$ cat src/rtl/fetch_stage_pkg.sv
// Shared types and constants for the instruction-fetch stage.
package fetch_stage_pkg;

    typedef enum logic [1:0] {
        BOOT,
        FETCH,
        HOLD,
        DISCARD
    } fetch_state_t;

    localparam logic [31:0] NOP_INSTR        = 32'h0000_0000;
    localparam logic [31:0] RESET_PC_DEFAULT = 32'h0000_0000;

    // Jump/branch targets are always word aligned.
    function automatic logic [31:0] word_align(input logic [31:0] addr);
        return {addr[31:2], 2'b00};
    endfunction

endpackage

$ cat src/rtl/fetch_stage_if.sv
// Instruction-memory request/response bundle with a stall-type handshake.
interface fetch_stage_if;
    logic        oImemRead;
    logic [29:0] oImemAddr;
    logic [31:0] iImemRdata;
    logic        iImemStall;

    modport master (output oImemRead, oImemAddr, input iImemRdata, iImemStall);
    modport slave  (input oImemRead, oImemAddr, output iImemRdata, iImemStall);
endinterface

$ cat src/rtl/fetch_stage_if_id.sv
// IF/ID pipeline register: flush beats hold, hold beats load, otherwise a bubble.
module if_id_reg
    import fetch_stage_pkg::*;
(
    input  logic        clk,
    input  logic        rst_n,
    input  logic        load,
    input  logic        hold,
    input  logic        flush,
    input  logic [31:0] instr,
    input  logic [31:0] pcplus4,
    output logic [31:0] instr_reg,
    output logic [31:0] pcplus4_reg,
    output logic        valid_reg
);

    always_ff @(posedge clk or negedge rst_n) begin
        if (!rst_n) begin
            instr_reg   <= NOP_INSTR;
            pcplus4_reg <= 32'h0;
            valid_reg   <= 1'b0;
        end else if (flush || (!hold && !load)) begin
            instr_reg   <= NOP_INSTR;
            pcplus4_reg <= 32'h0;
            valid_reg   <= 1'b0;
        end else if (!hold) begin
            instr_reg   <= instr;
            pcplus4_reg <= pcplus4;
            valid_reg   <= 1'b1;
        end
    end

endmodule

$ cat src/rtl/fetch_stage.sv
// MIPS instruction-fetch stage: PC, imem handshake, one-entry skid and the IF/ID register.
module fetch_stage
    import fetch_stage_pkg::*;
#(
    parameter logic [31:0] RESET_PC = RESET_PC_DEFAULT
) (
    input  logic                 clk,
    input  logic                 rst_n,
    input  logic                 iPCEnable,
    input  logic                 iFlushIfDec,
    input  logic                 iRedirect_RegE,
    input  logic [31:0]          iTarget_RegE,
    input  logic                 iJump,
    input  logic [31:0]          iJumpTarget,
    fetch_stage_if.master        imem,
    output logic [31:0]          oInstr_RegD,
    output logic [31:0]          oPCplus4_RegD,
    output logic                 oValid_RegD,
    output logic [31:0]          oPC
);

    fetch_state_t state_reg, state_next;
    logic [31:0]  pc_reg, pc_next;
    logic [31:0]  skid_instr_reg, skid_instr_next;
    logic [31:0]  skid_pcplus4_reg, skid_pcplus4_next;
    logic [31:0]  pend_reg, pend_next;

    logic        redirect, hold, imem_read, accept;
    logic [31:0] target, pc_plus4;
    logic        load;
    logic [31:0] load_instr, load_pcplus4;

    assign redirect  = iRedirect_RegE | iJump;
    assign target    = word_align(iRedirect_RegE ? iTarget_RegE : iJumpTarget);
    assign hold      = ~iPCEnable;
    assign imem_read = (state_reg == FETCH) || (state_reg == DISCARD);
    assign accept    = imem_read & ~imem.iImemStall;
    assign pc_plus4  = pc_reg + 32'd4;

    always_ff @(posedge clk or negedge rst_n) begin
        if (!rst_n) begin
            state_reg        <= BOOT;
            pc_reg           <= RESET_PC;
            skid_instr_reg   <= NOP_INSTR;
            skid_pcplus4_reg <= 32'h0;
            pend_reg         <= 32'h0;
        end else begin
            state_reg        <= state_next;
            pc_reg           <= pc_next;
            skid_instr_reg   <= skid_instr_next;
            skid_pcplus4_reg <= skid_pcplus4_next;
            pend_reg         <= pend_next;
        end
    end

    always_comb begin
        state_next        = state_reg;
        pc_next           = pc_reg;
        skid_instr_next   = skid_instr_reg;
        skid_pcplus4_next = skid_pcplus4_reg;
        pend_next         = pend_reg;
        load              = 1'b0;
        load_instr        = imem.iImemRdata;
        load_pcplus4      = pc_plus4;

        case (state_reg)
            BOOT: state_next = FETCH;
            FETCH: begin
                if (accept) begin
                    if (redirect) begin
                        pc_next = target;
                    end else if (hold) begin
                        // Decode is stalled: park the response so it is not lost.
                        skid_instr_next   = imem.iImemRdata;
                        skid_pcplus4_next = pc_plus4;
                        pc_next           = pc_plus4;
                        state_next        = HOLD;
                    end else begin
                        load    = 1'b1;
                        pc_next = pc_plus4;
                    end
                end else if (redirect) begin
                    pend_next  = target;
                    state_next = DISCARD;
                end
            end
            HOLD: begin
                if (redirect) begin
                    pc_next    = target;
                    state_next = FETCH;
                end else if (!hold) begin
                    load         = 1'b1;
                    load_instr   = skid_instr_reg;
                    load_pcplus4 = skid_pcplus4_reg;
                    state_next   = FETCH;
                end
            end
            DISCARD: begin
                // The stalled request must complete at its old address; its data is dropped.
                if (redirect) pend_next = target;
                if (accept) begin
                    pc_next    = redirect ? target : pend_reg;
                    state_next = FETCH;
                end
            end
            default: state_next = BOOT;
        endcase
    end

    assign imem.oImemRead = imem_read;
    assign imem.oImemAddr = pc_reg[31:2];
    assign oPC            = pc_reg;

    if_id_reg u_if_id (
        .clk         (clk),
        .rst_n       (rst_n),
        .load        (load),
        .hold        (hold),
        .flush       (iFlushIfDec),
        .instr       (load_instr),
        .pcplus4     (load_pcplus4),
        .instr_reg   (oInstr_RegD),
        .pcplus4_reg (oPCplus4_RegD),
        .valid_reg   (oValid_RegD)
    );

endmodule

$ cat src/flat_wrapper.sv
// flat-port wrapper written by rule: the top's interface ports become plain ports
module fetch_stage_flat import fetch_stage_pkg::*;
#(
    parameter logic [31:0] RESET_PC = RESET_PC_DEFAULT
)
  (clk, rst_n, iPCEnable, iFlushIfDec, iRedirect_RegE, iTarget_RegE, iJump, iJumpTarget, oInstr_RegD, oPCplus4_RegD, oValid_RegD, oPC, imem_oImemRead, imem_oImemAddr, imem_iImemRdata, imem_iImemStall);
  fetch_stage_if imem_i ();
  input  logic clk;
  input  logic rst_n;
  input  logic iPCEnable;
  input  logic iFlushIfDec;
  input  logic iRedirect_RegE;
  input  logic [31:0] iTarget_RegE;
  input  logic iJump;
  input  logic [31:0] iJumpTarget;
  output logic [31:0] oInstr_RegD;
  output logic [31:0] oPCplus4_RegD;
  output logic oValid_RegD;
  output logic [31:0] oPC;
  output wire logic [$bits(imem_i.oImemRead)-1:0] imem_oImemRead;
  output wire logic [$bits(imem_i.oImemAddr)-1:0] imem_oImemAddr;
  input wire logic [$bits(imem_i.iImemRdata)-1:0] imem_iImemRdata;
  input wire logic [$bits(imem_i.iImemStall)-1:0] imem_iImemStall;
  assign imem_oImemRead = imem_i.oImemRead;
  assign imem_oImemAddr = imem_i.oImemAddr;
  assign imem_i.iImemRdata = imem_iImemRdata;
  assign imem_i.iImemStall = imem_iImemStall;
  fetch_stage #(.RESET_PC(RESET_PC)) u_core (.clk(clk), .rst_n(rst_n), .iPCEnable(iPCEnable), .iFlushIfDec(iFlushIfDec), .iRedirect_RegE(iRedirect_RegE), .iTarget_RegE(iTarget_RegE), .iJump(iJump), .iJumpTarget(iJumpTarget), .imem(imem_i), .oInstr_RegD(oInstr_RegD), .oPCplus4_RegD(oPCplus4_RegD), .oValid_RegD(oValid_RegD), .oPC(oPC));
endmodule
$ cat config.mk
export PLATFORM = sky130hd
export DESIGN_NAME = fetch_stage_flat
export DESIGN_NICKNAME = d
export VERILOG_FILES = /design/src/rtl/fetch_stage_pkg.sv /design/src/rtl/fetch_stage_if.sv /design/src/rtl/fetch_stage_if_id.sv /design/src/rtl/fetch_stage.sv /design/src/flat_wrapper.sv
export SDC_FILE = /design/constraint.sdc
export NUM_CORES = 1
export LEC_CHECK = 0
export CORE_MARGIN = 1.5
export CORE_UTILIZATION = 54
export CTS_CLUSTER_DIAMETER = 40
export CTS_CLUSTER_SIZE = 28
export DETAILED_ROUTE_END_ITERATION = 12
export DONT_BUFFER_PORTS = 1
export PLACE_DENSITY = 0.7
export SLEW_MARGIN = 20
export SYNTH_ARGS = -nofsm -noshare
export SYNTH_HDL_FRONTEND = slang
export SYNTH_SLANG_ARGS = --single-unit
$ cat constraint.sdc
create_clock -name clk -period 2.9 [get_ports clk]
set_input_delay 0.29 -clock clk [delete_from_list [all_inputs] [get_ports clk]]
set_output_delay 0.29 -clock clk [all_outputs]
set_load 0.01 [all_outputs]
==> impl_metrics.ini, run 1 <==
[sta]
fin_ws_ps = 436.5
max_freq_ghz = 0.4059
slew_headroom_pct = 36.00
holdWs_ps = -456.8
skew_ps = 9.188
fin_tns_setup_ps = 0
fin_crit_sh_pct = 84.95
setup_viol = 0
rsz0062_at_grt = no
hold_viol = 195
slew_viol_final = 0
finalCriticalPeriod_ps = 2464
tightest_slew_ps = 960.0

[pwr]
seqPwrFrac_pct = 45.7
ir_drop_mv = 0.5621
power_mw = 9.945
clockPowerShare_pct = 24.0
p_switching_mw = 3.834
power_leakage_nw = 4.829
p_comb_share_pct = 30.3
p_per_area_mw_per_mm2 = 934.7
internal-power_mw = 6.111
swShare_pct = 38.55

[floorplanning]
die_h_um = 136.8
num_io_pins = 231
core_area_mm2 = 0.01742
die_area_mm2 = 0.01872
initial_utilization_pct = 55.53
rows = 48
die_w_um = 136.8

[cts]
post_cts_buffers = 0
clk_pin_slew_ps = 80
cts-buffers-inserted = 17
cts_buffer_depth = 2
hold_buffers = 29
clkSinkCount = 195
cts.htree.levels = 4
clkLatencyLatePin_ps = 430
clockRootBuffer = clkbuf_16
cts_tree = yes
post_cts_resize_count = 0

[critical_path]
crit_fanout = 23
cp-end-kind = flop
r2r_end = u_core.oPC[11]$_DFFE_PN0P_
reg2reg_slack_ps = 440
worst_r2r_startpoint = u_core.state_reg[1]$_DFFE_PN0P_
arrival_ps = 2810
reg2regPathDepth = 5
crit_type = reg2reg
startpoint_type = flop
required_ps = 3240

[run_status]
failed_checks = hold timing
status = finished, violations left

[placed_design]
routabilityCongestion = 0.8089
post_dp_cell_area_mm2 = 0.009693
place.detailed.hpwl_mm = 15.73
place.port_buffers = 0
place_ws_ps = 538.9
dp.cells = 1124

[grt]
first_global_vias = 6602
grt_pass1_wl_mm = 36.65
track_usage_pct = 25.35
grt_start_max_net_pins = 196
grt_overflow = 0
antenna_found_initial = 0

[route]
drt-initial-drc-count = 476
vias = 7203
wirelength_mm = 23.52
antenna_left = 0
vias_per_cell = 6.058
drc_errors = 0
wl_per_cell_um = 19.78
drt_pass1_iterations = 5

[finish]
drive_above_1_share_pct = 11.72
stdcell_area_mm2 = 0.01064
design.final.nets = 1059
fin_util_pct = 61.09
syn2layout_area_growth_pct = 10.01
nFillCells = 1461
antenna_cells = 0
layout.cells.non_filler = 1189

[yosys]
ys_types = 63
ys_warn_count = 0
ys.flop_type = dfrtp_1
ys_ff_latch = 195
post_synth_instance_area_mm2 = 0.009672
synth_edf_count = 0
syn_inst = 972
synth_nets = 1080
synthArstFlopShare_pct = 100.0
synth.avg_cell_area_um2 = 9.950
yosysSeqAreaShare_pct = 50.45

[run]
drv_cap = 0

[min_path]
min_path_type = in2async
==> synthesized netlist by cell type (6+ instances only) <==
cell	count	area share (%)
and2_1	9	0.58
buf_4	34	2.6
a22o_1	7	0.63
a31oi_1	10	0.65
mux2_2	38	4.4
xor2_1	12	1.1
nand3_1	8	0.41
o31a_1	6	0.54
clkbuf_1	40	1.6
buf_2	17	0.88
and3_1	10	0.65
nand4_1	8	0.52
mux2i_1	63	6.5
nor2_1	58	2.3
inv_1	9	0.35
a22oi_1	16	1.2
o21ai_0	141	7.3
xnor2_1	14	1.3
dfrtp_1	195	50
a32oi_1	7	0.63
nor3_1	8	0.41
nand2_1	119	4.6
a21oi_1	60	3.1
==> kinds of logic (layout without fill, tap and decap cells) <==
kind of cell	count (synthesis)	in the layout	synth area share, %
AOI/OAI and AO/OA	288	288	17.75
and+or+nand+nor	250	250	12.07
DFF	195	195	50.45
buffers and inverters	107	99	5.782
muxes	101	101	10.94
xor gates and xnor gates	26	26	2.354
adders and majority gates	5	5	0.6468
==> critical path, cell delays in order (launching register included) <==
cell and delay [ps]:
dfrtp_1 420, ha_1 360, o21ai_0 280, and3_1 830
o221ai_1 250, o21ai_0 240
==> layer usage <==
layer | part of all wire [%] | routed length (um) | global-route usage [%] | vias up
li1 | - | - | - | 3386
met1 | 44 | 10400 | 35.14 | 3500
met2 | 46 | 10800 | 39.45 | 294
met3 | 8.8 | 2066 | 7.222 | 23
met4 | 1.1 | 256 | 6.199 | 0
met5 | 0 | 0 | 0 | -
==> power groups by stage <==
| stage | Clock, mW | Sequential (mW) | Combinational, mW |
|---|---|---|---|
| after floorplan | 0 | 4.30 | 2.56 |
| after global placement | 0 | 4.54 | 2.87 |
| after detailed placement | 0 | 4.59 | 2.95 |
| after CTS | 2.44 | 4.53 | 3.00 |
| after global routing | 2.54 | 4.67 | 3.36 |
| final | 2.39 | 4.54 | 3.02 |
==> cells in the final DEF (no fill, tap or decap), types with 5 or more instances in the layout <==
cell type and count:
nor2_1 56, mux2_2 38, nor2b_1 5, a32oi_1 7
o21ai_0 141, a31oi_1 10, and3_1 10, xnor2_1 14
a21oi_1 60, mux2i_1 63, clkinv_8 5, buf_4 21
nor3_1 8, xor2_1 12, clkbuf_16 17, nand2_1 118
ha_1 5, nand3_1 8, o31a_1 6, dlygate4sd3_1 33
nand4_1 8, inv_1 9, a22oi_1 16, dfrtp_1 195
and2_1 9, a22o_1 7
==> cell type report <==
class                   count  area (um2)  share of cell area, %
clock buffers              17       425.4                  3.998
clock inverters            15       191.4                  1.799
inverters                   9       33.78                 0.3175
multi-input cells         670        4260                  40.04
flip-flops and latches    195        4880                  45.86
well taps                 225       281.5                  2.646
repair buffers             58       568.0                  5.339
==> worst max-delay path by stage <==
stage | from | end | slack (ps) | depth (start not counted)
after floorplan | u_core.state_reg[0]$_DFFE_PN0P_ | u_core.oPC[12]$_DFFE_PN0P_ | 970 | 7
after global placement | u_core.state_reg[1]$_DFFE_PN0P_ | u_core.oPC[4]$_DFFE_PN0P_ | 580 | 5
after detailed placement | u_core.state_reg[0]$_DFFE_PN0P_ | u_core.oPC[11]$_DFFE_PN0P_ | 540 | 5
after CTS | u_core.state_reg[0]$_DFFE_PN0P_ | u_core.oPC[11]$_DFFE_PN0P_ | 490 | 5
after global routing | u_core.state_reg[1]$_DFFE_PN0P_ | u_core.u_if_id.pcplus4_reg[18]$_DFFE_PN0P_ | 280 | 7
final | u_core.state_reg[1]$_DFFE_PN0P_ | u_core.oPC[11]$_DFFE_PN0P_ | 440 | 5
Note: power is estimated with default switching activity, not from simulation.
==> inputs of run 2 (changes only) <==
Settings changed: ABC_AREA set to 1.
Clock period 2.9 ns to 2.52 ns, I/O delays scaled along.
==> run 2 against run 1 <==
Net effect: the flow still finishes with violations (hold timing); worst setup slack better by 45 ps; non-clock buffer count up 4; critical path depth up 2; fmax up 21%; utilization down 1.7 points; global-route usage up 3.3 points; first-iteration DRC count up 100%; combinational power up 61%; via count up 28%; design area up 8.3%; die area up 9.6%; cell count up 45%; critical endpoint is now u_core.u_if_id.pcplus4_reg[13]$_DFFE_PN0P_; largest power group unchanged.
==> impl_metrics.ini, run 2 <==
[yosys]
syn_inst = 1462
synthArstFlopShare_pct = 100.0
yosys-top-cells-count = 489 x nand2_1, 195 x dfrtp_1, 166 x o21ai_0
ys_top_cells_by_area = dfrtp_1 46%, nand2_1 17%, o21ai_0 7.8%
post_synth_instance_area_mm2 = 0.01062
synth_most_common_cell = nand2_1
ys_types = 41
yosys.area.top_type = dfrtp_1
synth.avg_cell_area_um2 = 7.266
yosysSeqAreaShare_pct = 45.94
ys.flop_type = dfrtp_1
ys_ff_latch = 195
synth_nets = 1570
ys_warn_count = 0
synth_edf_count = 0
synth_top_area_share_pct = 45.94

[placed_design]
place.port_buffers = 0
dp.cells = 1656
place.detailed.hpwl_mm = 19.82
post_dp_cell_area_mm2 = 0.01063
routabilityCongestion = 0.9432

[run]
drv_cap = 0

[route]
drt-initial-drc-count = 966
vias = 9240
wirelength_mm = 28.45
wl_per_cell_um = 16.55
drc_errors = 0
vias_per_cell = 5.375
drt_pass1_iterations = 5
antenna_left = 0

[finish]
drive_above_1_share_pct = 6.259
stdcell_area_mm2 = 0.01152
final_common_cell = nand2_1
layout.cells.non_filler = 1719
final_cell_mix = 489 x nand2_1, 195 x dfrtp_1, 166 x o21ai_0
syn2layout_area_growth_pct = 8.457
antenna_cells = 0
nFillCells = 1809
design.final.nets = 1549

[floorplanning]
rows = 51
die_area_mm2 = 0.02052
num_io_pins = 231
core_area_mm2 = 0.01940
initial_utilization_pct = 54.76
die_w_um = 143.3
die_h_um = 143.3

[cts]
clockRootBuffer = clkbuf_16
post_cts_resize_count = 0
cts_buffer_depth = 2
hold_buffers = 31
clkLatencyLatePin_ps = 450
cts.htree.levels = 4
clkSinkCount = 195
clk_pin_slew_ps = 70
post_cts_buffers = 0
cts-buffers-inserted = 17
cts_tree = yes

[min_path]
min_path_type = in2async

[grt]
grt_pass1_wl_mm = 45.06
grt_overflow = 0
grt_start_max_net_pins = 196
first_global_vias = 8440
track_usage_pct = 28.66
antenna_found_initial = 0

[critical_path]
crit_fanout = 6
arrival_ps = 2420
required_ps = 2900
cp-end-kind = flop
crit_type = reg2reg
startpoint_type = flop

[sta]
setup_viol = 0
fin_tns_setup_ps = 0
holdWs_ps = -500.1
skew_ps = 19.96
hold_viol = 195
max_freq_ghz = 0.4906
tightest_slew_ps = 774.6
finalCriticalPeriod_ps = 2038
slew_viol_final = 0
fin_crit_sh_pct = 80.88
rsz0062_at_grt = no
slew_headroom_pct = 48.36

[run_status]
failed_checks = hold timing
status = finished, violations left

[pwr]
p_per_area_mw_per_mm2 = 1105
power_leakage_nw = 6.001
ir_drop_mv = 0.6837
## run 2: per-stage QoR
step	worst slack (ps)	total power [mW]	hold WS [ps]	util [%]
floorplan	828.0	8.698	-43.59	-
CTS	473.4	12.71	-515.2	59.39
global route	269.1	13.69	-519.7	59.39
finish	481.9	12.73	-500.1	59.39
global placement	512.1	9.796	-38.53	54.80
detailed placement	486.4	9.937	-39.08	54.80
## run 2: where the power goes
part	internal, mW	switching [mW]
logic	1.62	3.23
registers	4.13	1.03
clock network	1.42	1.29
## run 2: cell type report
class | count | area, um2 | area share (%)
Clock inverter | 13 | 137.6 | 1.195
Timing Repair Buffer | 62 | 568.0 | 4.931
Sequential cell | 195 | 4880 | 42.35
Clock buffer | 19 | 442.9 | 3.845
Multi-Input combinational cell | 1006 | 4564 | 39.62
Tap cell | 265 | 331.6 | 2.878
Inverter | 159 | 596.8 | 5.180
## run 2: path summary, 6_finish.rpt
kind,slack [ps],start,endpoint,cells after the start
min reg2reg,480,u_core.skid_instr_reg[5]$_DFFE_PN0P_,u_core.skid_instr_reg[5]$_DFFE_PN0P_,2
min,-500,rst_n,u_core.u_if_id.instr_reg[24]$_DFFE_PN0P_,0
max in group asynchronous,2710,rst_n,u_core.oPC[29]$_DFFE_PN0P_,0
max reg2reg,480,u_core.oPC[10]$_DFFE_PN0P_,u_core.u_if_id.pcplus4_reg[13]$_DFFE_PN0P_,7
max,480,u_core.oPC[10]$_DFFE_PN0P_,u_core.u_if_id.pcplus4_reg[13]$_DFFE_PN0P_,7
min in group clk,10,imem_iImemRdata[0],u_core.u_if_id.instr_reg[0]$_DFFE_PN0P_,2
## run 2: metal layers
layer  track usage, %  share of wire [%]
met5                0                  0
met3            8.887                9.5
met4            10.79                3.1
met1            38.00                 43
met2            44.09                 45
## run 2: critical path, stage by stage, from the launching register on
cell,delay (ps)
dfrtp_1,610
nand2_1,150
nor2_1,260
nand2_1,130
nor2_1,140
xor2_1,460
o21ai_0,160
nand2_1,80
## run 2: cell families after synthesis
kind of cell             after synthesis  share of synthesized area, %
buffers and inverters                261                         11.24
AND/OR/NAND/NOR                      662                         24.83
XOR/XNOR                               7                        0.6479
AO/OA/AOI/OAI                        322                         15.82
adder cells (fa/ha/maj)                5                        0.5889
multiplexers                          10                        0.9423
flip-flops                           195                         45.94
